--- src/rtl/cla_pkg.sv ---
// Shared constants, pipeline record and group lookahead helper for cla_pipe_adder.
// The group helper takes MAX_GROUP-bit vectors; callers pad unused g with 0, p with 1.
package cla_pkg;

    localparam int DEF_WIDTH  = 32;
    localparam int DEF_STAGES = 4;
    localparam int DEF_GROUP  = 4;
    localparam int MAX_GROUP  = 8;

    // Per-stage record at the default width; the top declares a WIDTH-sized twin.
    typedef struct packed {
        logic                 valid;
        logic [DEF_WIDTH-1:0] a_rem;
        logic [DEF_WIDTH-1:0] b_rem;
        logic [DEF_WIDTH-1:0] sum_part;
        logic                 carry;
    } stage_rec_t;

    // Returns {G, P} for one lookahead group.
    function automatic logic [1:0] grp_gp(
        input logic [MAX_GROUP-1:0] g,
        input logic [MAX_GROUP-1:0] p
    );
        logic gg;
        logic gp;
        gg = 1'b0;
        gp = 1'b1;
        for (int i = 0; i < MAX_GROUP; i++) begin
            gg = g[i] | (p[i] & gg);
            gp = gp & p[i];
        end
        return {gg, gp};
    endfunction

endpackage

--- src/rtl/cla_pipe_adder_if.sv ---
// Operand/result handshake bundle for cla_pipe_adder.
// The sub signal exists only when CLA_PIPE_SUB_EN is defined.
interface cla_pipe_adder_if #(
    parameter int WIDTH = cla_pkg::DEF_WIDTH
);

    logic             in_valid;
    logic             in_ready;
    logic [WIDTH-1:0] a;
    logic [WIDTH-1:0] b;
    logic             cin;
`ifdef CLA_PIPE_SUB_EN
    logic             sub;
`endif
    logic             out_valid;
    logic             out_ready;
    logic [WIDTH-1:0] sum;
    logic             cout;
    logic             ovf;

`ifdef CLA_PIPE_SUB_EN
    modport master (
        output in_valid, a, b, cin, sub, out_ready,
        input  in_ready, out_valid, sum, cout, ovf
    );
    modport slave (
        input  in_valid, a, b, cin, sub, out_ready,
        output in_ready, out_valid, sum, cout, ovf
    );
`else
    modport master (
        output in_valid, a, b, cin, out_ready,
        input  in_ready, out_valid, sum, cout, ovf
    );
    modport slave (
        input  in_valid, a, b, cin, out_ready,
        output in_ready, out_valid, sum, cout, ovf
    );
`endif

endinterface

--- src/rtl/cla_slice.sv ---
// Combinational SLICE-bit carry-lookahead adder built from GROUP-bit groups.
// Group carries are two-level lookahead; ripple never spans more than one group.
module cla_slice
    import cla_pkg::*;
#(
    parameter int SLICE = 8,
    parameter int GROUP = 4
) (
    input  logic [SLICE-1:0] a,
    input  logic [SLICE-1:0] b,
    input  logic             cin,
    output logic [SLICE-1:0] sum,
    output logic             cout,
    output logic             c_msb
);

    localparam int NG = SLICE / GROUP;

    logic [SLICE-1:0] g;
    logic [SLICE-1:0] p;
    logic [SLICE-1:0] c;
    logic [NG-1:0]    grp_g;
    logic [NG-1:0]    grp_p;
    logic [NG:0]      grp_c;

    assign g = a & b;
    assign p = a ^ b;

    always_comb begin
        logic [MAX_GROUP-1:0] gv;
        logic [MAX_GROUP-1:0] pv;
        logic [1:0]           gp;
        logic                 acc;
        logic                 cj;
        logic                 rc;
        grp_g = '0;
        grp_p = '0;
        grp_c = '0;
        c     = '0;
        for (int j = 0; j < NG; j++) begin
            gv = '0;
            pv = '1;
            gv[GROUP-1:0] = g[j*GROUP +: GROUP];
            pv[GROUP-1:0] = p[j*GROUP +: GROUP];
            gp = grp_gp(gv, pv);
            grp_g[j] = gp[1];
            grp_p[j] = gp[0];
        end
        // Each group carry is a flat sum of products over lower groups and cin.
        for (int j = 0; j <= NG; j++) begin
            acc = 1'b1;
            cj  = 1'b0;
            for (int i = j - 1; i >= 0; i--) begin
                cj  = cj | (grp_g[i] & acc);
                acc = acc & grp_p[i];
            end
            grp_c[j] = cj | (cin & acc);
        end
        for (int j = 0; j < NG; j++) begin
            rc = grp_c[j];
            for (int i = 0; i < GROUP; i++) begin
                c[j*GROUP+i] = rc;
                rc = g[j*GROUP+i] | (p[j*GROUP+i] & rc);
            end
        end
    end

    assign sum   = p ^ c;
    assign cout  = grp_c[NG];
    assign c_msb = c[SLICE-1];

endmodule

--- src/rtl/cla_pipe_adder.sv ---
// Pipelined carry-lookahead adder: STAGES registered slices, one add per cycle.
// Define CLA_PIPE_SUB_EN to add the sub port (A-B with forced carry-in).
module cla_pipe_adder
    import cla_pkg::*;
#(
    parameter int WIDTH  = DEF_WIDTH,
    parameter int STAGES = DEF_STAGES,
    parameter int GROUP  = DEF_GROUP
) (
    input logic             clk,
    input logic             rst,
    cla_pipe_adder_if.slave io
);

    localparam int STG   = (STAGES < 1) ? 1 : STAGES;
    localparam int SLICE = WIDTH / STG;
    localparam int LAST  = STG - 1;
    localparam int NR    = (STG > 1) ? STG - 1 : 1;

    if (STAGES < 1 || (WIDTH % (STG * GROUP)) != 0 || GROUP > MAX_GROUP)
    begin : g_bad_cfg
        $error("cla_pipe_adder: illegal WIDTH/STAGES/GROUP combination");
    end

    typedef struct packed {
        logic             valid;
        logic [WIDTH-1:0] a_rem;
        logic [WIDTH-1:0] b_rem;
        logic [WIDTH-1:0] sum_part;
        logic             carry;
    } stage_t;

    stage_t           st_q [NR];
    stage_t           st_d [NR];
    logic             out_valid_q;
    logic             out_valid_d;
    logic [WIDTH-1:0] sum_q;
    logic [WIDTH-1:0] sum_d;
    logic             cout_q;
    logic             cout_d;
    logic             ovf_q;
    logic             ovf_d;

    logic             adv;
    logic [WIDTH-1:0] b_in;
    logic             c_in;

    logic [WIDTH-1:0] src_a [STG];
    logic [WIDTH-1:0] src_b [STG];
    logic [WIDTH-1:0] src_s [STG];
    logic             src_c [STG];
    logic             src_v [STG];
    logic [SLICE-1:0] sl_sum [STG];
    logic             sl_co [STG];
    logic             sl_cm [STG];

`ifdef CLA_PIPE_SUB_EN
    assign b_in = io.sub ? ~io.b : io.b;
    assign c_in = io.sub | io.cin;
`else
    assign b_in = io.b;
    assign c_in = io.cin;
`endif

    // Whole pipe moves together; bubbles are kept, not squeezed out.
    assign adv         = !out_valid_q || io.out_ready;
    assign io.in_ready = adv;

    for (genvar k = 0; k < STG; k++) begin : g_stage
        if (k == 0) begin : g_head
            assign src_a[k] = io.a;
            assign src_b[k] = b_in;
            assign src_c[k] = c_in;
            assign src_s[k] = '0;
            assign src_v[k] = io.in_valid;
        end else begin : g_body
            assign src_a[k] = st_q[k-1].a_rem;
            assign src_b[k] = st_q[k-1].b_rem;
            assign src_c[k] = st_q[k-1].carry;
            assign src_s[k] = st_q[k-1].sum_part;
            assign src_v[k] = st_q[k-1].valid;
        end

        cla_slice #(
            .SLICE (SLICE),
            .GROUP (GROUP)
        ) u_slice (
            .a     (src_a[k][SLICE-1:0]),
            .b     (src_b[k][SLICE-1:0]),
            .cin   (src_c[k]),
            .sum   (sl_sum[k]),
            .cout  (sl_co[k]),
            .c_msb (sl_cm[k])
        );
    end

    always_comb begin
        for (int i = 0; i < NR; i++) begin
            st_d[i] = st_q[i];
        end
        out_valid_d = out_valid_q;
        sum_d       = sum_q;
        cout_d      = cout_q;
        ovf_d       = ovf_q;
        if (adv) begin
            // Operands shift down one slice; new sum bits enter at the top.
            for (int i = 0; i < LAST; i++) begin
                st_d[i].valid    = src_v[i];
                st_d[i].a_rem    = src_a[i] >> SLICE;
                st_d[i].b_rem    = src_b[i] >> SLICE;
                st_d[i].sum_part = WIDTH'({sl_sum[i], src_s[i]} >> SLICE);
                st_d[i].carry    = sl_co[i];
            end
            out_valid_d = src_v[LAST];
            sum_d       = WIDTH'({sl_sum[LAST], src_s[LAST]} >> SLICE);
            cout_d      = sl_co[LAST];
            ovf_d       = sl_co[LAST] ^ sl_cm[LAST];
        end
    end

    always_ff @(posedge clk) begin
        if (rst) begin
            for (int i = 0; i < NR; i++) begin
                st_q[i] <= '0;
            end
            out_valid_q <= 1'b0;
            sum_q       <= '0;
            cout_q      <= 1'b0;
            ovf_q       <= 1'b0;
        end else begin
            for (int i = 0; i < NR; i++) begin
                st_q[i] <= st_d[i];
            end
            out_valid_q <= out_valid_d;
            sum_q       <= sum_d;
            cout_q      <= cout_d;
            ovf_q       <= ovf_d;
        end
    end

    assign io.out_valid = out_valid_q;
    assign io.sum       = sum_q;
    assign io.cout      = cout_q;
    assign io.ovf       = ovf_q;

endmodule

--- src/flat_wrapper.sv ---
// flat-port wrapper written by rule: the top's interface ports become plain ports
module cla_pipe_adder_flat import cla_pkg::*;
#(
    parameter int WIDTH  = DEF_WIDTH,
    parameter int STAGES = DEF_STAGES,
    parameter int GROUP  = DEF_GROUP
)
  (clk, rst, io_in_valid, io_a, io_b, io_cin, io_out_ready, io_in_ready, io_out_valid, io_sum, io_cout, io_ovf);
  cla_pipe_adder_if #(.WIDTH(WIDTH)) io_i ();
  input logic clk;
  input logic rst;
  input wire logic [$bits(io_i.in_valid)-1:0] io_in_valid;
  input wire logic [$bits(io_i.a)-1:0] io_a;
  input wire logic [$bits(io_i.b)-1:0] io_b;
  input wire logic [$bits(io_i.cin)-1:0] io_cin;
  input wire logic [$bits(io_i.out_ready)-1:0] io_out_ready;
  output wire logic [$bits(io_i.in_ready)-1:0] io_in_ready;
  output wire logic [$bits(io_i.out_valid)-1:0] io_out_valid;
  output wire logic [$bits(io_i.sum)-1:0] io_sum;
  output wire logic [$bits(io_i.cout)-1:0] io_cout;
  output wire logic [$bits(io_i.ovf)-1:0] io_ovf;
  assign io_i.in_valid = io_in_valid;
  assign io_i.a = io_a;
  assign io_i.b = io_b;
  assign io_i.cin = io_cin;
  assign io_i.out_ready = io_out_ready;
  assign io_in_ready = io_i.in_ready;
  assign io_out_valid = io_i.out_valid;
  assign io_sum = io_i.sum;
  assign io_cout = io_i.cout;
  assign io_ovf = io_i.ovf;
  cla_pipe_adder #(.WIDTH(WIDTH), .STAGES(STAGES), .GROUP(GROUP)) u_core (.clk(clk), .rst(rst), .io(io_i));
endmodule
--- config.mk ---
export PLATFORM = sky130hd
export DESIGN_NAME = cla_pipe_adder_flat
export DESIGN_NICKNAME = d
export VERILOG_FILES = /design/src/rtl/cla_pkg.sv /design/src/rtl/cla_pipe_adder_if.sv /design/src/rtl/cla_slice.sv /design/src/rtl/cla_pipe_adder.sv /design/src/flat_wrapper.sv
export SDC_FILE = /design/constraint.sdc
export NUM_CORES = 1
export LEC_CHECK = 0
export BUFFER_PORTS_ARGS = -buffer_cell sky130_fd_sc_hd__buf_2
export CAP_MARGIN = 20
export CORE_MARGIN = 5
export CORE_UTILIZATION = 57
export DETAILED_ROUTE_END_ITERATION = 12
export PLACE_DENSITY = 0.82
export REMOVE_ABC_BUFFERS = 1
export SYNTH_ARGS = -nofsm -noshare
export SYNTH_HDL_FRONTEND = slang
export SYNTH_HIERARCHICAL = 1
export SYNTH_SLANG_ARGS = --single-unit
--- constraint.sdc ---
create_clock -name clk -period 2.88 [get_ports clk]
set_input_delay 0.432 -clock clk [delete_from_list [all_inputs] [get_ports clk]]
set_output_delay 0.432 -clock clk [all_outputs]
set_load 0.01 [all_outputs]
## After elaboration in Yosys (flattened, before gate mapping)

Memory sizes are Yosys's and may differ from the RTL's.
Cells that the tools add are included.
Widths: inputs -> output; s select.

| operators by class | value |
|---|---|
| muxes and demuxes | 7 |
| bitwise operators | 164 |
| reductions and logical operators | 2 |

Operators by type and width:

| operator | count |
|---|---|
| $mux 294 | 1 |
| $mux 98 | 3 |
| $and 1x1->1 | 88 |
| $xor 8x8->8 | 8 |
| $or 1x1->1 | 63 |
| $and 8x8->8 | 4 |
| $mux 1 | 3 |
| $logic_not 1->1 | 1 |
| $logic_or 1x1->1 | 1 |
| $xor 1x1->1 | 1 |

| storage, ports and cells | value |
|---|---|
| flip-flop bits (word level) | 35 |
| bits in writable memories | 294 |
| input bits | 69 |
| output and inout bits | 36 |
| memories | 1 |

Memories:

| memory | words | bits a word | rd ports | clocked after Yosys merged registers in | wr ports | RTL line | text |
|---|---|---|---|---|---|---|---|
| u_core.st_q | 3 | 98 | 3 | 0 | 3 | cla_pipe_adder.sv:33 | `stage_t st_q [NR];` |

## Depth between registers and ports, before layout

Gate-level depths: netlist (run 1).
An unclocked memory read counts as a cell.

| depth | value |
|---|---|
| word-level depth | 18 |
| gate-level depth with buffers | 11 |

## By module

Netlist (run 1), hierarchy kept.

By module, submodules not included:

| module | instances | cells an instance | area each (µm²) | sequential area each (µm²) |
|---|---|---|---|---|
| cla_pipe_adder | 1 | 803 | 6511.2 | 3703.6 |
| cla_slice (u_core.g_stage[1].u_slice ...) | 3 | 38 | 356.6 | 0.0 |
| cla_slice (u_core.g_stage[0].u_slice) | 1 | 36 | 339.1 | 0.0 |

## Least setup slack after synthesis (run 1)

No wires, ideal clock.

| timing | value |
|---|---|
| kind | input to register |
| start | input io_a[3] |
| end | memory u_core/st_q[0][31] (netlist bit) |
| arrival time | 2.562 ns |
| data required time | 2.810 ns |
| setup slack | 0.248 ns |
| stages on the path | 11 |
| path buffers | 0 |
| path through | ha_1 > and3_1 > a31oi_1 > o21ai_1 > fa_1 > fa_1 > inv_1 > fa_1 > inv_1 > nand2_1 > a21oi_1 |

RTL lines:

| item | RTL line | text |
|---|---|---|
| start, declared | flat_wrapper.sv:13 | `input wire logic [$bits(io_i.a)-1:0] io_a;` |
| end, declared | cla_pipe_adder.sv:33 |  |

==> run metrics, run 1 <==
Sw Pwr=1251 uW; status=complete, no violations; Non-Filler Cell Area, Final=8996 um2; placed insts=1179; sequential power share=0.491; Pins Over Slew Limit=0; Detailed Routing Iterations Pass 1=4; min Tclk post-route=2758 ps; Clock Latency Late Sink=420 ps; Yosys warning count=6; Routed WL=14860 um; Iter 0 DRT Violations=368; GRT Overall Usage=0.1863; Ports=105; internal power=4410 uW; n_diodes=0; Clock power frac=0.429; Arr. time, crit path=3100 ps; logic gate share of total power=0.080; first-pass GRT wire length=25170 um; Mapped Area=7909 um2; most frequent cells in the layout=nand2_1 (369), dfxtp_1 (185), a21oi_1 (169); vias per cell=5.133; die height=127.8 um; Final setup viols=0; most common cell after layout, fill and taps aside=nand2_1; Startpoint Class=flip-flop; CTS Buf Count=17; Crit. End Element=flip-flop; pre-CTS WS=18.13 ps; relative slew slack=0.4569; total negative slack=0 ps; Die ar.=16330 um2; CTS clk-pin slew, worst paths=60 ps; syn_area_per_cell=8.325 um2; final worst-path cycle share=0.9575; CTS tree=yes; die width=127.8 um; Sw Share=0.2210; share of cells above drive strength 1=0.1672; post-place instance area=8358 um2; nets@finish=1144; Worst-Margin Slew=814.7 ps; clock root cell=clkbuf_16; vias in the first global route=5662; Crit Path Class=flip-flop to flip-flop; Mapped Cells=950; Longest Clk Path Bufs=2; Worst EP required=3220 ps; Worst VDD drop=0.0004649 V; H-tree depth=4; area grow syn2layout=13.75%; Hold Path Class=input pin to flip-flop; RSZ-0062 raised after global routing=no; Worst Skew=9.722 ps; Power Dens Cells=629.3 nW/um2; Final Instance Count excl. Fillers=1209; maximum operating frequency=362.6 MHz; Core ar.=13720 um2; initial antenna violation count=0; dpl hpwl=9412 um; GRT overflow=0; pin count of the biggest net entering global routing=185; min setup slack post-route=122.4 ps; max capacitance violation total=0; CP max FO=3; DRC errors left=0; final hold viol count=0; DR WL/cell=12.29 um; PortBufs=104; antenna-violating nets left=0; Initial Utilization=0.5765; row count=43; CTS sink count=185; via count=6206; Final Core Density=0.6557; RD Place Congestion=0.8017; leakage power=0.003905 uW
[layer usage]
metal	part of all wire	track usage	vias up
met5	0	0	-
met4	0.013	0.05181	0
met3	0.051	0.05958	20
met2	0.48	0.3013	123
met1	0.45	0.2413	2884
li1	-	-	3179
[cell type report]
type | instances | area (um2)
Timing Repair Buffer | 112 | 624.3
Clock buffer | 22 | 474.2
Clock inverter | 7 | 141.4
Tap cell | 180 | 225.2
Inverter | 38 | 147.6
Sequential cell | 185 | 3704
Multi-Input combinational cell | 665 | 3680
Fill cell | 1163 | 4723
[flip-flops by register name (all words and copies together), names as in the netlist]
signal               count
u_core/st_q            150
u_core/io.sum           32
u_core/io.cout           1
u_core/io.out_valid      1
u_core/io.ovf            1
[power by group through the flow]
| stage | clock network (uW) | logic (uW) | registers, uW |
|---|---|---|---|
| 2_1_floorplan | 0 | 268 | 2830 |
| 3_3_place_gp | 0 | 436 | 2830 |
| 3_5_place_dp | 0 | 450 | 2840 |
| 4_1_cts | 2480 | 454 | 2780 |
| 5_1_grt | 2600 | 524 | 2800 |
| 6_report | 2430 | 451 | 2780 |
[worst paths after layout]
| kind | startpoint | endpoint | slack, ps | cells past startpoint |
|---|---|---|---|---|
| max | u_core/st_q[0][264]$_SDFFE_PP0P_ | u_core/io.sum[30]$_SDFFE_PP0P_ | 120 | 11 |
| min | io_b[12] | u_core/st_q[0][37]$_SDFFE_PP0P_ | 250 | 3 |
| max reg2reg | u_core/st_q[0][264]$_SDFFE_PP0P_ | u_core/io.sum[30]$_SDFFE_PP0P_ | 120 | 11 |
| min reg2reg | u_core/io.sum[9]$_SDFFE_PP0P_ | u_core/io.sum[9]$_SDFFE_PP0P_ | 450 | 2 |
[through the flow]
stage,power (uW),hold slack [ps]
after CTS,5718,222.9
after detailed placement,3287,440.7
after global placement,3268,435.6
final,5661,249.3
after floorplan,3095,426.0
after global routing,5925,232.0
[critical path: stages, from the launching register on]
cell	delay (ps)
dfxtp_1	310
ha_1	340
a211o_1	280
a21oi_2	150
nor2_1	70
fa_1	380
fa_1	380
inv_1	80
fa_1	420
inv_1	70
nand2_1	40
a21oi_1	150
[what timing repair did]
action                     4_1_cts  5_1_grt
setup endpoints to repair        0        3
setup buffers                    0        1
resized for setup                0        2
hold buffers                     0        0
No activity file was read; power rests on OpenSTA's default activity.
==> run 2: changes to the inputs <==
--- a/config.mk
+++ b/config.mk
@@ -11,7 +11,6 @@
 export CORE_UTILIZATION = 57
 export DETAILED_ROUTE_END_ITERATION = 12
 export PLACE_DENSITY = 0.82
-export REMOVE_ABC_BUFFERS = 1
 export SYNTH_ARGS = -nofsm -noshare
 export SYNTH_HDL_FRONTEND = slang
 export SYNTH_HIERARCHICAL = 1
==> run metrics, run 2 (synthesis gave the netlist of run 1 again) <==
hold buffers post-CTS=0; Crit. End Element=flip-flop; CP max FO=3; Final Core Density=0.6519; total negative slack=0 ps; final hold viol count=0; Initial Utilization=0.5765; leakage power=0.003890 uW; clock root cell=clkbuf_16; Die ar.=16330 um2; H-tree depth=4; Post-Syn Nets=1075; Arr. time, crit path=3090 ps; area grow syn2layout=13.08%; Worst EP required=3240 ps; Most flops, register=u_core/st_q; maximum operating frequency=365.6 MHz; most frequent cells in the layout=nand2_1 (369), dfxtp_1 (185), a21oi_1 (169); DR WL/cell=12.57 um; area of the multi-input gates=3667 um2; RD Place Congestion=0.8192; die width=127.8 um; relative slew slack=0.4713; RSZ-0062 raised after global routing=no; Worst VDD drop=0.0003741 V; dpl hpwl=9900 um; Clock Latency Late Sink=420 ps; Power Dens Cells=608.0 nW/um2; Iter 0 DRT Violations=300; max capacitance violation total=0; CTS Buf Count=17; Final Instance Count excl. Fillers=1213; Routed WL=15240 um; die height=127.8 um; Hold Path Class=input pin to flip-flop; min Tclk post-route=2735 ps; initial antenna violation count=0; critical-path cell list=ha_1 > a211o_1 > a21oi_2 > nor2_1 > fa_1 > fa_1 > inv_1 > fa_1 > inv_1 > nand2_1 > a21oi_1; Fill cells=1189; vias in the first global route=6003; Pins Over Slew Limit=0; buffers and inverters on the worst path=2; Crit-path slowest cell=fa_1; antenna-violating nets left=0; Final setup viols=0; CTS clk-pin slew, worst paths=60 ps; most frequent CP cell=fa_1; Non-Filler Cell Area, Final=8944 um2; most common cell after layout, fill and taps aside=nand2_1; placed insts=1180; nets@finish=1146; GRT overflow=0; Ports=105; Worst Skew=6.235 ps; CTS tree=yes; n_diodes=0; GRT Overall Usage=0.1929; PortBufs=104; via count=6197; final worst-path cycle share=0.9498; Crit path max-delay family=adder cells; Register Area=3704 um2; post-place instance area=8366 um2; vias per cell=5.109; pin count of the biggest net entering global routing=185; Worst-Margin Slew=793.1 ps; Longest Clk Path Bufs=2; CTS sink count=185; Crit Path Class=flip-flop to flip-flop; max FFs per register=150; Startpoint Class=flip-flop; Core ar.=13720 um2; slowest stage delay, CP=410 ps; DRC errors left=0; first-pass GRT wire length=26260 um; Detailed Routing Iterations Pass 1=4; share of cells above drive strength 1=0.1675; status=complete, no violations; row count=43
==> run 2: cell count changes in the layout (fill, tap and decap cells not counted), moves of 2 or more <==
cell / delta
buf_4: +2
bufinv_16: -3
clkbuf_1: +2
clkinv_4: +2
==> run 2: through the flow <==
stage / setup WS (ps) / hold WS [ps] / total power (uW)
CTS: 112.5 / 226.9 / 5490
floorplan: 247.9 / 432.1 / 3143
detailed placement: 24.36 / 440.8 / 3290
global placement: 67.50 / 435.5 / 3270
finish: 144.7 / 246.3 / 5438
global route: 2.323 / 234.2 / 5686
==> run 2: power by group <==
| part | internal [uW] | leakage, uW | switching [uW] |
|---|---|---|---|
| combinational | 200 | 0.00210 | 254 |
| clock | 1280 | 0.000273 | 921 |
| sequential | 2700 | 0.00152 | 82.1 |
==> run 2: final timing paths <==
kind | cells past startpoint | slack [ps] | to | startpoint
setup / recovery | 11 | 140 | u_core/st_q[0][227]$_SDFFE_PP0P_ | u_core/st_q[0][166]$_SDFFE_PP0P_
hold / removal | 3 | 250 | u_core/st_q[0][78]$_SDFFE_PP0P_ | io_a[21]
setup reg to reg | 11 | 140 | u_core/st_q[0][227]$_SDFFE_PP0P_ | u_core/st_q[0][166]$_SDFFE_PP0P_
hold reg to reg | 2 | 450 | u_core/io.sum[19]$_SDFFE_PP0P_ | u_core/io.sum[19]$_SDFFE_PP0P_
==> run 2: worst min-delay path, stage by stage <==
cell     delay, ps
buf_2           90
nand2_1         50
a21oi_1         50
==> run 2: timing repair <==
action | 4_1_cts | 5_1_grt
endpoints found under the setup margin | 0 | 3
gates resized for setup | 0 | 1
buffers inserted | 0 | 2
==> run 2: cell type report <==
class | count | area share
Sequential cell | 185 | 0.4141
Multi-Input combinational cell | 665 | 0.4100
Timing Repair Buffer | 114 | 0.07149
Clock buffer | 25 | 0.05540
Tap cell | 180 | 0.02518
Inverter | 38 | 0.01651
Clock inverter | 6 | 0.007275
==> run 2: routing by layer <==
metal,wire length [um],up-vias,GRT usage
li1,-,3195,-
met1,6779,2881,0.2348
met2,7647,103,0.3383
met3,608,18,0.04417
met4,208,0,0.06180
met5,0,-,0
